**src/rtl/div_unit_pkg.sv**
```systemverilog
// Shared constants for the iterative divider.
// State encodings, counter width and latency helpers.
package div_unit_pkg;

    localparam logic [1:0] DIV_IDLE = 2'd0;
    localparam logic [1:0] DIV_RUN  = 2'd1;
    localparam logic [1:0] DIV_FIX  = 2'd2;

    function automatic int div_cnt_w(input int w);
        return $clog2(w) + 1;
    endfunction

    function automatic int div_latency(input int w);
        return w + 2;
    endfunction

endpackage

```
**src/rtl/div_unit_step.sv**
```systemverilog
// One restoring division iteration.
// Shifts {r,q} left by one and conditionally subtracts b.
module div_step #(
    parameter int WIDTH = 32
) (
    input  logic [WIDTH:0]   r_i,
    input  logic [WIDTH-1:0] q_i,
    input  logic [WIDTH-1:0] b_i,
    output logic [WIDTH:0]   r_o,
    output logic [WIDTH-1:0] q_o
);

    logic [WIDTH:0] r_sh;
    logic [WIDTH:0] diff;
    logic           ge;

    // Shift, compare and restore. A set top bit of r_i means the
    // shifted value exceeds any divisor, so it forces the subtract.
    always_comb begin
        r_sh = {r_i[WIDTH-1:0], q_i[WIDTH-1]};
        diff = r_sh - {1'b0, b_i};
        ge   = r_i[WIDTH] | (r_sh >= {1'b0, b_i});
        r_o  = ge ? diff : r_sh;
        q_o  = {q_i[WIDTH-2:0], ge};
    end

endmodule

```
**src/rtl/div_unit.sv**
```systemverilog
// Iterative radix-2 restoring divider (DIV/DIVU) for the EX stage.
// Quotient feeds LO, remainder feeds HI.
module div_unit
    import div_unit_pkg::*;
#(
    parameter int WIDTH = 32
) (
    input  logic             clk,
    input  logic             rst,
    input  logic             iStart,
    input  logic             iSigned,
    input  logic [WIDTH-1:0] iDividend,
    input  logic [WIDTH-1:0] iDivisor,
    output logic             oBusy,
    output logic             oDone,
    output logic [WIDTH-1:0] oQuotient,
    output logic [WIDTH-1:0] oRemainder
);

    localparam int CNT_W = div_cnt_w(WIDTH);
    localparam logic [CNT_W-1:0] LAST = CNT_W'(WIDTH - 1);

    logic [1:0]       state_q, state_d;
    logic [CNT_W-1:0] count_q, count_d;
    logic [WIDTH:0]   r_q, r_d;
    logic [WIDTH-1:0] quo_q, quo_d;
    logic [WIDTH-1:0] b_q, b_d;
    logic             qneg_q, qneg_d;
    logic             rneg_q, rneg_d;
    logic             divz_q, divz_d;
    logic             done_q, done_d;
    logic [WIDTH-1:0] qout_q, qout_d;
    logic [WIDTH-1:0] rout_q, rout_d;

    logic             a_neg, b_neg;
    logic [WIDTH-1:0] a_mag, b_mag;
    logic [WIDTH:0]   r_nx;
    logic [WIDTH-1:0] q_nx;
    logic [WIDTH-1:0] q_fix, r_fix;

    div_step #(.WIDTH(WIDTH)) u_step (
        .r_i (r_q),
        .q_i (quo_q),
        .b_i (b_q),
        .r_o (r_nx),
        .q_o (q_nx)
    );

    // Operand magnitudes; |MIN_INT| still fits in WIDTH unsigned bits.
    always_comb begin
        a_neg = iSigned & iDividend[WIDTH-1];
        b_neg = iSigned & iDivisor[WIDTH-1];
        a_mag = a_neg ? -iDividend : iDividend;
        b_mag = b_neg ? -iDivisor : iDivisor;
    end

    // Sign fix-up; divide by zero forces an all-ones quotient while the
    // remainder naturally equals the original dividend.
    always_comb begin
        q_fix = qneg_q ? -quo_q : quo_q;
        if (divz_q) begin
            q_fix = '1;
        end
        r_fix = rneg_q ? -r_q[WIDTH-1:0] : r_q[WIDTH-1:0];
    end

    // FSM next-state and datapath register updates.
    always_comb begin
        state_d = state_q;
        count_d = count_q;
        r_d     = r_q;
        quo_d   = quo_q;
        b_d     = b_q;
        qneg_d  = qneg_q;
        rneg_d  = rneg_q;
        divz_d  = divz_q;
        qout_d  = qout_q;
        rout_d  = rout_q;
        done_d  = 1'b0;
        case (state_q)
            DIV_IDLE: begin
                if (iStart) begin
                    state_d = DIV_RUN;
                    count_d = '0;
                    r_d     = '0;
                    quo_d   = a_mag;
                    b_d     = b_mag;
                    qneg_d  = a_neg ^ b_neg;
                    rneg_d  = a_neg;
                    divz_d  = (iDivisor == '0);
                end
            end
            DIV_RUN: begin
                r_d     = r_nx;
                quo_d   = q_nx;
                count_d = count_q + 1'b1;
                if (count_q == LAST) begin
                    state_d = DIV_FIX;
                end
            end
            DIV_FIX: begin
                qout_d  = q_fix;
                rout_d  = r_fix;
                done_d  = 1'b1;
                state_d = DIV_IDLE;
            end
            default: begin
                state_d = DIV_IDLE;
            end
        endcase
    end

    // State registers; reset aborts any operation and clears results.
    always_ff @(posedge clk or posedge rst) begin
        if (rst) begin
            state_q <= DIV_IDLE;
            count_q <= '0;
            r_q     <= '0;
            quo_q   <= '0;
            b_q     <= '0;
            qneg_q  <= 1'b0;
            rneg_q  <= 1'b0;
            divz_q  <= 1'b0;
            done_q  <= 1'b0;
            qout_q  <= '0;
            rout_q  <= '0;
        end else begin
            state_q <= state_d;
            count_q <= count_d;
            r_q     <= r_d;
            quo_q   <= quo_d;
            b_q     <= b_d;
            qneg_q  <= qneg_d;
            rneg_q  <= rneg_d;
            divz_q  <= divz_d;
            done_q  <= done_d;
            qout_q  <= qout_d;
            rout_q  <= rout_d;
        end
    end

    // Busy is decoded straight from state so hazard logic sees it early.
    always_comb begin
        oBusy      = (state_q == DIV_RUN) || (state_q == DIV_FIX);
        oDone      = done_q;
        oQuotient  = qout_q;
        oRemainder = rout_q;
    end

endmodule

```
**config.mk**
```make
export PLATFORM = sky130hd
export DESIGN_NAME = div_unit
export DESIGN_NICKNAME = d
export VERILOG_FILES = /design/src/rtl/div_unit_pkg.sv /design/src/rtl/div_unit_step.sv /design/src/rtl/div_unit.sv
export SDC_FILE = /design/constraint.sdc
export NUM_CORES = 1
export LEC_CHECK = 0
export BUFFER_PORTS_ARGS = -buffer_cell sky130_fd_sc_hd__buf_4
export CAP_MARGIN = 25
export CORE_ASPECT_RATIO = 1.75
export CORE_UTILIZATION = 40
export CTS_CLUSTER_DIAMETER = 80
export DETAILED_ROUTE_END_ITERATION = 10
export GPL_TIMING_DRIVEN = 1
export PLACE_DENSITY = 0.57
export SLEW_MARGIN = 20
export SYNTH_ARGS = -nofsm -noshare
export SYNTH_HDL_FRONTEND = slang
export SYNTH_SLANG_ARGS = --single-unit
```
**constraint.sdc**
```tcl
create_clock -name clk -period 14.1 [get_ports clk]
set_input_delay 0.705 -clock clk [delete_from_list [all_inputs] [get_ports clk]]
set_output_delay 0.705 -clock clk [all_outputs]
set_load 0.005 [all_outputs]
```
After elaboration in Yosys (flattened, before gate mapping)

Index checks and enable logic that the tools add are counted.

Register bits after elaboration: 173
Input port bits: 68
Output and inout bits: 66
Word-level logic and storage cells: 50

Add/sub/neg operators: 6
$lt $le $gt $ge: 1
Eq/ne operators: 5
Muxes and demuxes: 16
Bitwise logic cells: 4
Reductions and logical operators: 7

Operators with widths:

| operator                                      | number |
|---|---|
| 2-to-1 mux 32 bit                             | 6 |
| negation 32 bit                               | 4 |
| 2-to-1 mux 33 bit                             | 2 |
| case mux 33 bit (2 select lines)              | 1 |
| case mux 32 bit (2 select lines)              | 1 |
| >= comparator 33 x 32 -> 1 bit                | 1 |
| subtractor 33 x 32 -> 33 bit                  | 1 |
| zero test 32 bit                              | 1 |
| case mux 6 bit (2 select lines)               | 1 |
| adder 6 x 1 -> 6 bit, second input constant   | 1 |
| == test 6 x 5 -> 1 bit, second input constant | 1 |
| 2-to-1 mux 6 bit                              | 1 |
| AND reduction 2 bit                           | 3 |
| 2-to-1 mux 2 bit                              | 2 |
| != test 2 bit, second input constant          | 2 |
| case mux 2 bit (2 select lines)               | 1 |
| AND 1 bit                                     | 2 |
| == test 2 x 1 -> 1 bit, second input constant | 1 |
| == test 2 bit, second input constant          | 1 |
| zero test 2 bit                               | 1 |
| nonzero test 2 bit                            | 1 |
| logical OR 1 bit                              | 1 |
| 2-to-1 mux 1 bit                              | 1 |
| OR 1 bit                                      | 1 |
| bitwise XOR 1 bit                             | 1 |

Depth between registers and ports, before layout

Word-level depth: 4
Depth in mapped cells: 13
Gate-level depth less buffers: 12

Cells and area by module

A second synthesis with hierarchy kept.

Cells, all modules: 1381
Area, all modules: 11856.4 sq um

By module, submodules not included:

| module   | instances | cells an instance | area each (sq um) | sequential area each (sq um) |
|---|---|---|---|---|
| div_unit | 1         | 1007              | 9377.7            | 4329.2 |
| div_step | 1         | 374               | 2478.6            | 0.0 |

Least setup slack after synthesis

No wires, ideal clock.

Path kind: flip-flop to flip-flop
Start: reg r_q[17]
End: reg r_q[1]
Library setup time: 133 ps
Arrival time: 2774 ps
Required time: 13967 ps
Slack: 11192 ps
Stages on the path, launching flop included: 12
Buffers on the path: 2
Period minus slack after synthesis: 2908 ps
Cell sequence: dfrtp_1 > ha_1 > clkbuf_1 > a21oi_1 > o21ai_0 > a22oi_1 > o21ai_1 > nand4_1 > nand2_1 > buf_2 > mux2i_1 > o22ai_1

Cells in the longest elaborated chain, start to end: 4

Ends and longest elaborated chain:

| element                          | RTL line            | source |
|---|---|---|
| start, declared                  | div_unit.sv:25      | `logic [WIDTH:0] r_q, r_d;` |
| start signal, assigned           | div_unit.sv:130     | `r_q <= r_d;` |
| >= comparator 33 x 32 -> 1 bit   | div_unit_step.sv:22 | `ge = r_i[WIDTH] \| (r_sh >= {1'b0, b_i});` |
| OR 1 bit                         | div_unit_step.sv:22 |  |
| 2-to-1 mux 33 bit                | div_unit_step.sv:23 | `r_o = ge ? diff : r_sh;` |
| case mux 33 bit (2 select lines) | div_unit.sv:80      | `case (state_q)` |

No other way between the ends.
A chain may end at the register's enable or synchronous reset.

Worst setup path after layout

Start: reg r_q[9]
End: reg rout_q[31] (netlist: oRemainder[31])

Cells in the longest elaborated chain, start to end: 2

Ends and longest elaborated chain:

| element              | RTL line        | source |
|---|---|---|
| negation 32 bit      | div_unit.sv:64  | `r_fix = rneg_q ? -r_q[WIDTH-1:0] : r_q[WIDTH-1:0];` |
| 2-to-1 mux 32 bit    | div_unit.sv:64  |  |
| end signal, assigned | div_unit.sv:138 | `rout_q <= rout_d;` |
| end, declared        | div_unit.sv:33  | `logic [WIDTH-1:0] rout_q, rout_d;` |

No other way between the ends.

==> impl_metrics.csv <==
group,metric,value,unit
power_and_ir_drop,ir_drop,0.131,mV
routing,vias_per_cell,5.46,
clock_tree,clk_latency,0.46,ns
global_routing,track_usage,22.8,%
clock_tree,cts_tree,"built",
final_layout,seq_area,4330,um^2
clock_tree,clkTransAtPathRegs,0.07,ns
timing,fin_skew,0.0105,ns
timing,tightest_slew,0.927,ns
die,die_w,129,um
worst_setup_path,end_kind,"register",
final_layout,nets,1547,
global_routing,grt_pass1_vias,9970,
die,start_util,40.5,%
placement,postPlaceCellArea,12600,um^2
placement,gp_congestion,0.900,
die,rows,81,
die,core_area,27900,um^2
worst_hold_path,holdCritPathClass,"input port to asynchronous set/reset pin",
worst_setup_path,cp.arrival,3.93,ns
timing,fmax,276,MHz
clock_tree,cts_buffer_depth,2,
routing,dr.pass1.iters,5,
yosys,synth-seq-cells,173,
final_layout,multi_input_area,6510,um^2
final_layout,syn2layout_area_growth,17.7,%
yosys,yosys.area.top_type,"dfrtp_1",
placement,io_buffers,133,
clock_tree,hold_buffers,0,
die,fp.dieH,224,um
yosys,synth_top_flop_cell,"dfrtp_1",
yosys,synth_enable_flop_cells,0,
clock_tree,cts_buffers,17,
final_layout,antennaDiodeCount,0,
final_layout,postLayoutCellArea,13300,um^2
power_and_ir_drop,p_leak,6.06,nW
timing,drv_slew,0,
yosys,syn_avg_cell_area,8.39,um^2
clock_tree,cts.repair.resized,0,
worst_setup_path,cp.required,14.42,ns
worst_setup_path,rr_endpoint,"oRemainder[31]$_DFFE_PP0P_",
routing,drt_iter0_markers,485,
final_layout,n_fill_cell,2780,
yosys,netlist_top_cells_area,"dfrtp_1 38%, xor2_1 7.4%, a21oi_1 6.4%",
worst_setup_path,rr_worst_depth,8,
routing,wire_per_inst,17.4,um
yosys,postSynthNetCount,1455,
timing,finalSetupViolations,0,
yosys,synth-warning-count,0,
worst_setup_path,crit_type,"register to register",
power_and_ir_drop,power,2.99,mW
die,die_area,28900,um^2
timing,min_period,3.62,ns
routing,drc,0,
worst_setup_path,reg2reg_from,"r_q[9]$_DFFE_PP0P_",
flow_run,drv_cap,0,
yosys,ys_async_sr_fraction,100,%
yosys,seq_area_frac_synth,38.3,%
yosys,synth_top_area_share,38.3,%
status,outcome,"finished clean",
global_routing,grt_pass1_wl,50900,um
yosys,synth.cell_area,11300,um^2
worst_setup_path,critPathLaunchType,"register",
timing,hold_ws,0.199,ns
global_routing,grt_max_degree,100,
power_and_ir_drop,power-per-cell-area,225,nW/um^2
routing,wl,31800,um
die,ios,134,
global_routing,antenna_found_initial,0,
routing,antenna_left,0,
yosys,yosysUniqueCellTypes,62,
global_routing,grt_overflow,0,
clock_tree,cts_sinks,173,
yosys,synthCells,1346,
final_layout,drive_gt1_share,13.4,%
timing,hold_viol,0,
routing,vias,9952,
clock_tree,postCtsSetupBuffers,0,
timing,fin_crit_sh,25.7,%
timing,rsz0062_at_grt,"no",
timing,fin_tns_setup,0,ns
placement,hpwl,23700,um
worst_setup_path,worst-path-max-fanout,7,
clock_tree,htree_levels,4,
timing,slew_headroom,38.0,%
clock_tree,cts_root_buf,"clkbuf_16",
worst_setup_path,rrSetupSlack,10.48,ns
==> cell type report <==
type                            instances  share of cell area [%]
Clock buffer                           23                    3.67
Sequential cell                       173                    32.6
Multi-Input combinational cell       1043                    49.0
Tap cell                              373                    3.51
Inverter                               58                    1.67
Timing Repair Buffer                  145                    8.79
Clock inverter                          9                   0.828
==> cells in the final DEF, fill, tap and decap left out, types with 5 or more instances in the layout <==
| cell | n |
|---|---|
| a32oi_1 | 12 |
| xor2_1 | 96 |
| clkbuf_16 | 17 |
| and3_1 | 11 |
| xnor2_1 | 52 |
| a21oi_1 | 145 |
| inv_1 | 57 |
| or3_1 | 21 |
| nor2_1 | 134 |
| nor2b_1 | 7 |
| a211oi_1 | 7 |
| mux2i_1 | 22 |
| ha_1 | 38 |
| nor3_1 | 21 |
| buf_4 | 141 |
| dfrtp_1 | 173 |
| or4_1 | 5 |
| and2_1 | 6 |
| o21a_1 | 5 |
| a31oi_1 | 10 |
| o21bai_1 | 9 |
| nand2_1 | 134 |
| a21o_1 | 16 |
| nor4_1 | 8 |
| o41ai_1 | 15 |
| o21ai_0 | 144 |
| nand4_1 | 18 |
| nand2b_1 | 9 |
| nand3_1 | 15 |
| o31ai_1 | 25 |
==> cells by family (layout without fill, tap and decap cells) <==
| family | count (synthesis) | after routing | synth area share, % |
|---|---|---|---|
| multiplexers | 24 | 24 | 2.15 |
| AND/OR/NAND/NOR | 409 | 409 | 16.7 |
| flip-flops | 173 | 173 | 38.3 |
| buffers and inverters | 130 | 235 | 4.36 |
| XOR/XNOR | 148 | 148 | 11.5 |
| adder cells (fa/ha/maj) | 41 | 41 | 4.61 |
| AO/OA/AOI/OAI | 421 | 421 | 22.4 |
==> state kept, by name, summed over array words and instances, names as in the netlist <==
signal and cells:
b_q 32, count_q 6, divz_q 1, oDone 1, oQuotient 32, oRemainder 32
qneg_q 1, quo_q 32, r_q 33, rneg_q 1, state_q 2
==> metal layers <==
layer | share of wire, % | GRT usage, % | vias to the layer above
met2 | 55 | 43.4 | 220
met5 | 0 | 0 | -
li1 | - | - | 4937
met4 | 2.6 | 9.68 | 0
met1 | 39 | 24.4 | 4751
met3 | 3.1 | 3.16 | 44
==> through the flow <==
stage,util [%],setup slack (ns),std cells
2_1_floorplan,-,8.71,1346
3_3_place_gp,45.1,10.21,1788
3_5_place_dp,45.3,10.12,1789
4_1_cts,47.4,10.11,1821
5_1_grt,47.7,10.31,1824
6_report,47.7,10.48,1824
==> worst max-delay path: stages (launching register included) <==
cell	delay, ns
dfrtp_1	0.47
or4_4	0.61
nor4_1	0.57
nand3_1	0.30
or3_1	0.55
or3_1	0.44
o31ai_1	0.28
xor2_1	0.18
a21oi_1	0.08
==> power by group <==
group	switching, mW	internal [mW]
clock network	0.208	0.280
logic	1.00	0.675
registers	0.187	0.639
==> worst max path at each step <==
stage                        startpoint                         end  slack, ns  depth (start not counted)
floorplan                           rst          b_q[0]$_DFFE_PP0P_       8.71                          1
global placement    r_q[29]$_DFFE_PP0P_         r_q[31]$_DFFE_PP0P_      10.21                          8
detailed placement   r_q[5]$_DFFE_PP0P_         r_q[24]$_DFFE_PP0P_      10.12                          9
CTS                  r_q[5]$_DFFE_PP0P_         r_q[24]$_DFFE_PP0P_      10.11                          9
global route        r_q[29]$_DFFE_PP0P_         r_q[24]$_DFFE_PP0P_      10.31                          8
finish               r_q[9]$_DFFE_PP0P_  oRemainder[31]$_DFFE_PP0P_      10.48                          8
==> Yosys cell counts, types with 6 or more instances <==
cell / count
o21ai_0: 144
nor2_1: 134
a31oi_1: 10
a21oi_1: 145
a21o_1: 16
nand3_1: 15
nand4_1: 18
o21bai_1: 9
nand2_1: 135
mux2i_1: 22
nor4_1: 8
nand2b_1: 9
o41ai_1: 15
inv_1: 58
and3_1: 11
ha_1: 40
and2_1: 6
xnor2_1: 52
or3_1: 21
clkbuf_1: 57
dfrtp_1: 173
o31ai_1: 25
a211oi_1: 7
nor3_1: 21
nor2b_1: 8
buf_1: 11
a32oi_1: 12
xor2_1: 96
Note: power is estimated with default switching activity, not from simulation.
